**src/rtl/monitoreo_pkg.sv**
```systemverilog
// Shared types and constants for the sensor monitoring path.
package monitoreo_pkg;

  localparam int TEMP_W = 10;

  // Highest temperature (tenths of a degree) accepted as a plausible reading.
  localparam logic [TEMP_W-1:0] TEMP_MAX_VALIDA = 10'd1000;

  typedef enum logic [1:0] {
    INACTIVO = 2'b00,
    ESPERA   = 2'b01
  } estado_planif_t;

  function automatic logic fuera_de_rango(input logic [TEMP_W-1:0] t);
    return t > TEMP_MAX_VALIDA;
  endfunction

endpackage

```
**src/rtl/arbitro_rr.sv**
```systemverilog
// Round-robin arbiter: scans requests starting at the priority pointer and
// returns the first active one as a one-hot grant plus its index.
module arbitro_rr #(
  parameter int N     = 4,
  parameter int IDX_W = 2
) (
  input  logic [N-1:0]     i_req,
  input  logic [IDX_W-1:0] i_ptr,
  output logic [N-1:0]     o_grant,
  output logic [IDX_W-1:0] o_idx,
  output logic             o_valida
);

  logic [IDX_W-1:0] w_pos;

  // Walk the channels from the pointer, wrapping around; first requester wins.
  always_comb begin
    o_grant  = '0;
    o_idx    = '0;
    o_valida = 1'b0;
    w_pos    = '0;
    for (int k = 0; k < N; k++) begin
      w_pos = IDX_W'((int'(i_ptr) + k) % N);
      if (!o_valida && i_req[w_pos]) begin
        o_valida       = 1'b1;
        o_grant[w_pos] = 1'b1;
        o_idx          = w_pos;
      end
    end
  end

endmodule

```
**src/rtl/planificador_sensores.sv**
```systemverilog
// Sensor scheduler: grants one temperature requester at a time (round-robin),
// forwards in-range samples to the monitor, holds the datapath for DWELL
// cycles per sample and flags channels that go unserved for too long.
//
//   state    | meaning
//   ---------+------------------------------------------------------------
//   INACTIVO | idle, sampling req; any request is granted on this edge
//   ESPERA   | dwell on the last sample for DWELL cycles, req ignored
module planificador_sensores
  import monitoreo_pkg::*;
#(
  parameter int N_CANALES    = 4,
  parameter int DWELL        = 4,
  parameter int SILENCIO_MAX = 1000,
  localparam int IDX_W       = (N_CANALES > 1) ? $clog2(N_CANALES) : 1
) (
  input  logic                               clk,
  input  logic                               arst_n,
  input  logic [N_CANALES-1:0]               req,
  input  logic [N_CANALES-1:0][TEMP_W-1:0]   temp_canal,
  output logic [N_CANALES-1:0]               ack,
  output logic [TEMP_W-1:0]                  temp_salida,
  output logic                               temp_valida,
  output logic [IDX_W-1:0]                   canal_activo,
  output logic                               error_rango,
  output logic [N_CANALES-1:0]               falla_sensor,
  output logic [1:0]                         estado_planif
);

  localparam int DWELL_W = (DWELL > 1) ? $clog2(DWELL) : 1;
  localparam int SIL_W   = $clog2(SILENCIO_MAX + 1);
  localparam logic [SIL_W-1:0]   SIL_TOPE   = SIL_W'(SILENCIO_MAX);
  localparam logic [DWELL_W-1:0] DWELL_INI  = DWELL_W'(DWELL - 1);
  localparam logic [IDX_W-1:0]   IDX_ULTIMO = IDX_W'(N_CANALES - 1);

  estado_planif_t         r_estado, w_estado_sig;
  logic [DWELL_W-1:0]     r_dwell, w_dwell_sig;
  logic [IDX_W-1:0]       r_ptr;
  logic                   w_conceder;

  logic [N_CANALES-1:0]   w_grant;
  logic [IDX_W-1:0]       w_idx;
  logic                   w_hay_req;
  logic [TEMP_W-1:0]      w_muestra;
  logic                   w_fuera;

  logic [N_CANALES-1:0]   r_ack;
  logic [TEMP_W-1:0]      r_temp_salida;
  logic                   r_temp_valida;
  logic                   r_error_rango;
  logic [IDX_W-1:0]       r_canal_activo;
  logic [SIL_W-1:0]       r_silencio [N_CANALES];

  arbitro_rr #(
    .N     (N_CANALES),
    .IDX_W (IDX_W)
  ) u_arbitro (
    .i_req    (req),
    .i_ptr    (r_ptr),
    .o_grant  (w_grant),
    .o_idx    (w_idx),
    .o_valida (w_hay_req)
  );

  assign w_muestra = temp_canal[w_idx];
  assign w_fuera   = fuera_de_rango(w_muestra);

  // FSM state and dwell counter registers.
  always_ff @(posedge clk or negedge arst_n) begin
    if (!arst_n) begin
      r_estado <= INACTIVO;
      r_dwell  <= '0;
    end else begin
      r_estado <= w_estado_sig;
      r_dwell  <= w_dwell_sig;
    end
  end

  // Next-state logic: grant from idle, then count the dwell down to zero.
  always_comb begin
    w_estado_sig = r_estado;
    w_dwell_sig  = r_dwell;
    w_conceder   = 1'b0;
    case (r_estado)
      INACTIVO: begin
        if (w_hay_req) begin
          w_conceder   = 1'b1;
          w_estado_sig = ESPERA;
          w_dwell_sig  = DWELL_INI;
        end
      end
      ESPERA: begin
        if (r_dwell == '0) begin
          w_estado_sig = INACTIVO;
        end else begin
          w_dwell_sig = r_dwell - 1'b1;
        end
      end
      default: begin
        w_estado_sig = INACTIVO;
        w_dwell_sig  = '0;
      end
    endcase
  end

  // Grant-edge outputs: one-cycle pulses, sample capture and pointer advance.
  // Out-of-range samples still move the pointer and canal_activo but never
  // overwrite the last good sample.
  always_ff @(posedge clk or negedge arst_n) begin
    if (!arst_n) begin
      r_ack          <= '0;
      r_temp_salida  <= '0;
      r_temp_valida  <= 1'b0;
      r_error_rango  <= 1'b0;
      r_canal_activo <= '0;
      r_ptr          <= '0;
    end else begin
      r_ack         <= w_conceder ? w_grant : '0;
      r_temp_valida <= w_conceder && !w_fuera;
      r_error_rango <= w_conceder && w_fuera;
      if (w_conceder) begin
        r_canal_activo <= w_idx;
        r_ptr          <= (w_idx == IDX_ULTIMO) ? '0 : w_idx + 1'b1;
        if (!w_fuera) begin
          r_temp_salida <= w_muestra;
        end
      end
    end
  end

  // Per-channel silence counters; a grant clears even on the saturating edge.
  always_ff @(posedge clk or negedge arst_n) begin
    if (!arst_n) begin
      for (int i = 0; i < N_CANALES; i++) begin
        r_silencio[i] <= '0;
      end
    end else begin
      for (int i = 0; i < N_CANALES; i++) begin
        if (w_conceder && w_grant[i]) begin
          r_silencio[i] <= '0;
        end else if (r_silencio[i] != SIL_TOPE) begin
          r_silencio[i] <= r_silencio[i] + 1'b1;
        end
      end
    end
  end

  // Failure flag is simply "counter sitting at saturation".
  always_comb begin
    falla_sensor = '0;
    for (int i = 0; i < N_CANALES; i++) begin
      falla_sensor[i] = (r_silencio[i] == SIL_TOPE);
    end
  end

  assign ack           = r_ack;
  assign temp_salida   = r_temp_salida;
  assign temp_valida   = r_temp_valida;
  assign error_rango   = r_error_rango;
  assign canal_activo  = r_canal_activo;
  assign estado_planif = r_estado;

endmodule

```
**config.mk**
```make
export PLATFORM = sky130hd
export DESIGN_NAME = planificador_sensores
export DESIGN_NICKNAME = d
export VERILOG_FILES = /design/src/rtl/monitoreo_pkg.sv /design/src/rtl/arbitro_rr.sv /design/src/rtl/planificador_sensores.sv
export SDC_FILE = /design/constraint.sdc
export NUM_CORES = 1
export LEC_CHECK = 0
export CAP_MARGIN = 15
export CORE_UTILIZATION = 45
export DETAILED_ROUTE_END_ITERATION = 8
export PLACE_DENSITY = 0.82
export SETUP_SLACK_MARGIN = 0.1
export SYNTH_ARGS = -nofsm -noshare
export SYNTH_HDL_FRONTEND = slang
export SYNTH_SLANG_ARGS = --single-unit
```
**constraint.sdc**
```tcl
create_clock -name clk -period 6.65 [get_ports clk]
set_input_delay 0.9975 -clock clk [delete_from_list [all_inputs] [get_ports clk]]
set_output_delay 0.9975 -clock clk [all_outputs]
set_load 0.05 [all_outputs]
```
==> results of run 1 <==
[report_power, final]
part | leakage (nW) | switching [mW] | internal (mW) | total, mW
sequential | 0.808 | 0.155 | 0.524 | 0.680
clock | 0.0964 | 0.164 | 0.177 | 0.341
combinational | 1.17 | 0.733 | 0.537 | 1.27
total | 2.07 | 1.05 | 1.24 | 2.29
[layout make-up]
cell class | instances | area (µm²)
fill | 709 | 3450
tap | 105 | 131
sequential | 63 | 1580
clock buffer | 9 | 124
inverter | 15 | 56.3
multi-input combinational | 305 | 2130
clock inverter | 7 | 80.1
timing repair buffer | 72 | 708
[state kept, by name, indices dropped and copies added, names as in the netlist]
name and cells:
error_rango 1, canal_activo 2, temp_valida 1, ack 4, temp_salida 10, estado_planif 1, r_ptr 2, r_silencio 40
r_dwell 2
[layer usage]
layer | wire, µm | vias to the layer above
met2 | 4300 | 97
met5 | 0 | -
met1 | 3870 | 1572
met4 | 173 | 0
met3 | 378 | 16
li1 | - | 1572
[synth_stat cells, types with 2 or more instances]
| cell | instances |
|---|---|
| dfrtp_1 | 63 |
| nor2_1 | 50 |
| nand3_1 | 45 |
| nand4_1 | 21 |
| xnor2_1 | 21 |
| clkbuf_1 | 18 |
| xor2_1 | 18 |
| ha_1 | 17 |
| nand2_1 | 17 |
| inv_1 | 15 |
| a22o_1 | 14 |
| nor3_1 | 13 |
| and3_1 | 10 |
| o21ai_0 | 10 |
| a21oi_1 | 9 |
| mux2_4 | 9 |
| mux2i_1 | 8 |
| o21ai_1 | 5 |
| o2111ai_1 | 4 |
| buf_6 | 3 |
| mux4_2 | 3 |
| nand4b_1 | 3 |
| o31a_1 | 3 |
| a211o_1 | 2 |
| buf_4 | 2 |
| or2_2 | 2 |
| or3_1 | 2 |
[worst max-delay path, stage by stage, from the launching register on]
cell and delay, ns:
dfrtp_1 0.81, inv_1 0.30, ha_1 0.53, mux4_2 0.43, inv_1 0.09, a211o_1 0.71, o2111ai_1 0.29, a21oi_2 0.68
mux2_2 0.41
[metrics by stage]
stage	instance area, µm²	setup slack, ns	hold WS, ns	util	std cells
5_1_grt	4810	1.95	0.507	0.582	576
3_5_place_dp	4580	1.95	0.483	0.555	557
4_1_cts	4780	2.20	0.492	0.579	573
3_3_place_gp	4580	2.14	0.456	0.555	557
2_1_floorplan	3880	3.43	0.440	-	406
6_report	4810	2.28	0.498	0.582	576
[path summary, 6_finish.rpt]
kind / to / slack (ns) / cells past startpoint
worst max-delay path: temp_salida[9]$_DFFE_PN0P_ / 2.28 / 8
worst min-delay path: r_dwell[0]$_DFFE_PN0P_ / 0.50 / 1
worst max register to register: temp_salida[9]$_DFFE_PN0P_ / 2.28 / 8
worst min register to register: r_dwell[0]$_DFFE_PN0P_ / 0.50 / 1
max in group asynchronous: temp_salida[7]$_DFFE_PN0P_ / 5.32 / 2
min in group asynchronous: temp_salida[6]$_DFFE_PN0P_ / 0.83 / 2
[logic make-up after synthesis]
logic type | synth area share
and+or+nand+nor | 0.216
DFF | 0.407
AOI/OAI and AO/OA | 0.101
xor gates and xnor gates | 0.0881
buffers and inverters | 0.0445
muxes | 0.0881
adders and majority gates | 0.0549
other | 0.000967
==> flow_metrics.tcl, run 1 <==
set metrics [dict create \
    required_ns 6.88 \
    synth_enable_flop_cells 0 \
    detail-route-antenna-nets 0 \
    async_flop_share 1.00 \
    ctsResizeCount 0 \
    diodes 0 \
    ios 70 \
    hold_viol 0 \
    synth_fp_nets 469 \
    synthCells 406 \
    period_needed_ns 4.37 \
    yosysUniqueCellTypes 46 \
    routed_wl_mm 8.72 \
    crit_path_start_kind "register" \
    gp_congestion 0.942 \
    port_buffers 68 \
    cts_tree "done" \
    wl_per_cell_um 15.1 \
    top_usage_layer "met2" \
    final_cell_mix "67 x clkdlybuf4s50_1, 63 x dfrtp_1, 50 x nor2_1" \
    synth.area.top_cells "dfrtp_1 41%, nand3_1 5.8%, ha_1 5.5%" \
    power_density_nw_per_um2 476 \
    finalSetupViolCount 0 \
    leakage_nw 2.07 \
    first_global_vias 3161 \
    yosysWarnings 0 \
    ctsRootBufferMaster "clkbuf_8" \
    synth_ff_type "dfrtp_1" \
    ys_ff_latch 63 \
    row_count 33 \
    overflow 0 \
    skew_ns 0.00642 \
    synth-seq-area-share 0.407 \
    via_per_inst 5.65 \
    antenna_found_initial 0 \
    drt_iter0_drc 204 \
    synth_area_um2 3880 \
    status "finished clean" \
    use_met1 0.285 \
    die-area_um2 8990 \
    ir_worst_vdd_v 0.000366 \
    setup_tns_ns 0 \
    vias 3257 \
    yosysTopAreaCell "dfrtp_1" \
    clk_pin_slew_ns 0.08 \
    synth_area_per_cell_um2 9.55 \
    hold_path.class "register to register" \
    total_power_mw 2.29 \
    synth_top_cell_area_share 0.407 \
    clk_path_buf_depth 2 \
    crit_fanout 32 \
    endpoint_kind "register" \
    drv_slew 0 \
    start_util 0.470 \
    hp-start "r_dwell[0]$_DFFE_PN0P_" \
    hpwlAfterDp_mm 6.32 \
    cp.arrival_ns 4.60 \
    core_area_um2 8260 \
    clock.fmax_mhz 229 \
    htree_levels 3 \
    fp.dieH_um 94.8 \
    path_class "register to register" \
    clock_sinks 63 \
    relSlewSlack 0.401 \
    drive_above_1_share 0.0892 \
    track_usage 0.214 \
    cts_hold_buffers 0 \
    final_common_cell "clkdlybuf4s50_1" \
    dr.pass1.iters 4 \
    rsz0062_at_grt "false" \
    fin_crit_sh 0.658 \
    grt_max_degree 64 \
    cts_made_buffers 9 \
    met3_usage 0.0491 \
    rr_startpoint "r_ptr[0]$_DFFE_PN0P_" \
    nets 529 \
    area.growth.synth_to_final_pct 24.0 \
    die_w_um 94.8 \
    post_cts_buffers 0 \
    clk-insertion-delay-late_ns 0.34 \
    grtUsageMet2 0.344 \
    grt_pass1_wl_mm 14.9 \
    drc 0 \
    cp-startpoint "r_ptr[0]$_DFFE_PN0P_" \
    maxCapViolCount 0 \
    tightest_slew_ns 0.899 \
]
(Power assumes the default switching activity.)
==> inputs of run 2 (changes only) <==
Clock period 6.65 ns to 4.4 ns, I/O delays scaled along.
==> run 2 against run 1 <==
Flip-flop and latch count unchanged; global-route usage shrank 0.11 points; fmax increased by 24%; register-to-register slack lost 1.4 ns; routed wire length is essentially flat; combinational power is 54% higher; non-clock buffer count grew 3; highest routed layer unchanged.
==> flow_metrics.tcl, run 2 (synthesized netlist as in run 1, its figures left out) <==
set metrics [dict create \
    clk-insertion-delay-late_ns 0.34 \
    post_cts_buffers 0 \
    seqPwrFrac 0.288 \
    dpl-instance-area_um2 4620 \
    die-area_um2 8990 \
    hold_path.class "input pin to asynchronous set/reset pin" \
    cp.arrival_ns 3.76 \
    drive_above_1_share 0.0949 \
    power_density_nw_per_um2 718 \
    ctsRootBufferMaster "clkbuf_8" \
    r2r_cells 10 \
    p_sw_mw 1.58 \
    fin_area_um2 4820 \
    maxCapViolCount 0 \
    leakage_nw 2.08 \
    cts_hold_buffers 0 \
    wl_per_cell_um 15.0 \
    die_w_um 94.8 \
    crit_fanout 32 \
    final_common_cell "clkdlybuf4s50_1" \
    top_layer_used "met4" \
    r2r_setup_slack_ns 0.86 \
    diodes 0 \
    grt_pass1_wl_mm 14.7 \
    regMostFlops "r_silencio" \
    track_usage 0.213 \
    routed_wl_mm 8.71 \
    wl_met3_um 392 \
    status "finished clean" \
    detail-route-antenna-nets 0 \
    p_int_mw 1.88 \
    path_class "register to register" \
    total_power_mw 3.46 \
    fillers 708 \
    hpwlAfterDp_mm 6.39 \
    drt_iter0_drc 153 \
    largest_reg_flops 40 \
    place_ws_ns 0.742 \
    met2_length_mm 4.37 \
    overflow 0 \
    endpoint_kind "register" \
    cts_made_buffers 9 \
    core_area_um2 8260 \
    area.growth.synth_to_final_pct 24.3 \
    gp_congestion 0.968 \
    row_count 33 \
    wl_met1_mm 3.87 \
    setup_slack_ns 0.861 \
    htree_levels 3 \
    rr_endpoint "temp_salida[9]$_DFFE_PN0P_" \
    setup_tns_ns 0 \
    drv_slew 0 \
    required_ns 4.62 \
    ctsResizeCount 0 \
    finalSetupViolCount 0 \
    vias 3238 \
    relSlewSlack 0.396 \
    start_util 0.470 \
    clk_pin_slew_ns 0.08 \
    period_needed_ns 3.54 \
    pwr-share-clk 0.145 \
    skew_ns 0.0121 \
    tightest_slew_ns 0.906 \
    ios 70 \
    rr_startpoint "r_ptr[1]$_DFFE_PN0P_" \
    clock_sinks 63 \
    fin_crit_sh 0.804 \
    port_buffers 68 \
    drc 0 \
    grt_max_degree 40 \
    rsz0062_at_grt "false" \
    antenna_found_initial 0 \
    via_per_inst 5.59 \
    hold_viol 0 \
    dr.pass1.iters 5 \
    ir_worst_vdd_v 0.000496 \
    final_cell_mix "67 x clkdlybuf4s50_1, 63 x dfrtp_1, 50 x nor2_1" \
    crit_path_start_kind "register" \
    pwr-share-comb 0.567 \
    cts_tree "done" \
    fp.dieH_um 94.8 \
    switching_share 0.456 \
    first_global_vias 3119 \
    clk_path_buf_depth 2 \
    clock.fmax_mhz 283 \
    nets 532 \
]
[run 2: final cells by class]
class	count	area, µm²	share of cell area
clock buffers	9	124	0.0257
clock inverters	7	72.6	0.0151
inverters	15	56.3	0.0117
multi-input cells	305	2130	0.442
flip-flops and latches	63	1580	0.327
well taps	105	131	0.0273
repair buffers	75	728	0.151
[run 2: how the worst max path moves through the flow]
stage	from	endpoint	cells after the start
final	r_ptr[1]$_DFFE_PN0P_	temp_salida[9]$_DFFE_PN0P_	10
after floorplan	r_ptr[0]$_DFFE_PN0P_	temp_salida[0]$_DFFE_PN0P_	11
after global routing	r_ptr[1]$_DFFE_PN0P_	temp_salida[9]$_DFFE_PN0P_	10
after global placement	req[1]	temp_salida[9]$_DFFE_PN0P_	8
after CTS	r_ptr[1]$_DFFE_PN0P_	temp_salida[9]$_DFFE_PN0P_	10
after detailed placement	req[1]	temp_salida[9]$_DFFE_PN0P_	8
[run 2: power by group through the flow]
stage,clock network (mW),logic (mW),registers (mW)
CTS,0.510,1.96,0.996
detailed placement,0,1.95,0.999
global placement,0,1.87,0.995
finish,0.500,1.96,0.998
floorplan,0,1.22,1.23
global route,0.540,2.12,1.02
[run 2: critical path, cell delays in order, from the launching register on]
cell and delay (ns):
dfrtp_1 0.58, inv_1 0.23, ha_1 0.50, mux4_2 0.43, nor2b_2 0.28, o21ai_2 0.08
buf_4 0.23, a221o_1 0.37, a21oi_2 0.12, buf_4 0.24, mux2_2 0.36
[run 2: metal layers]
layer | vias up | track usage
li1 | 1568 | -
met1 | 1582 | 0.275
met2 | 81 | 0.354
met3 | 7 | 0.0531
met4 | 0 | 0.0593
met5 | - | 0
[run 2: per-stage QoR]
step / instances / util / hold WS (ns)
2_1_floorplan: 406 / - / 0.364
3_3_place_gp: 563 / 0.560 / 0.452
3_5_place_dp: 563 / 0.560 / 0.461
4_1_cts: 579 / 0.584 / 0.320
5_1_grt: 579 / 0.584 / 0.338
6_report: 579 / 0.584 / 0.305
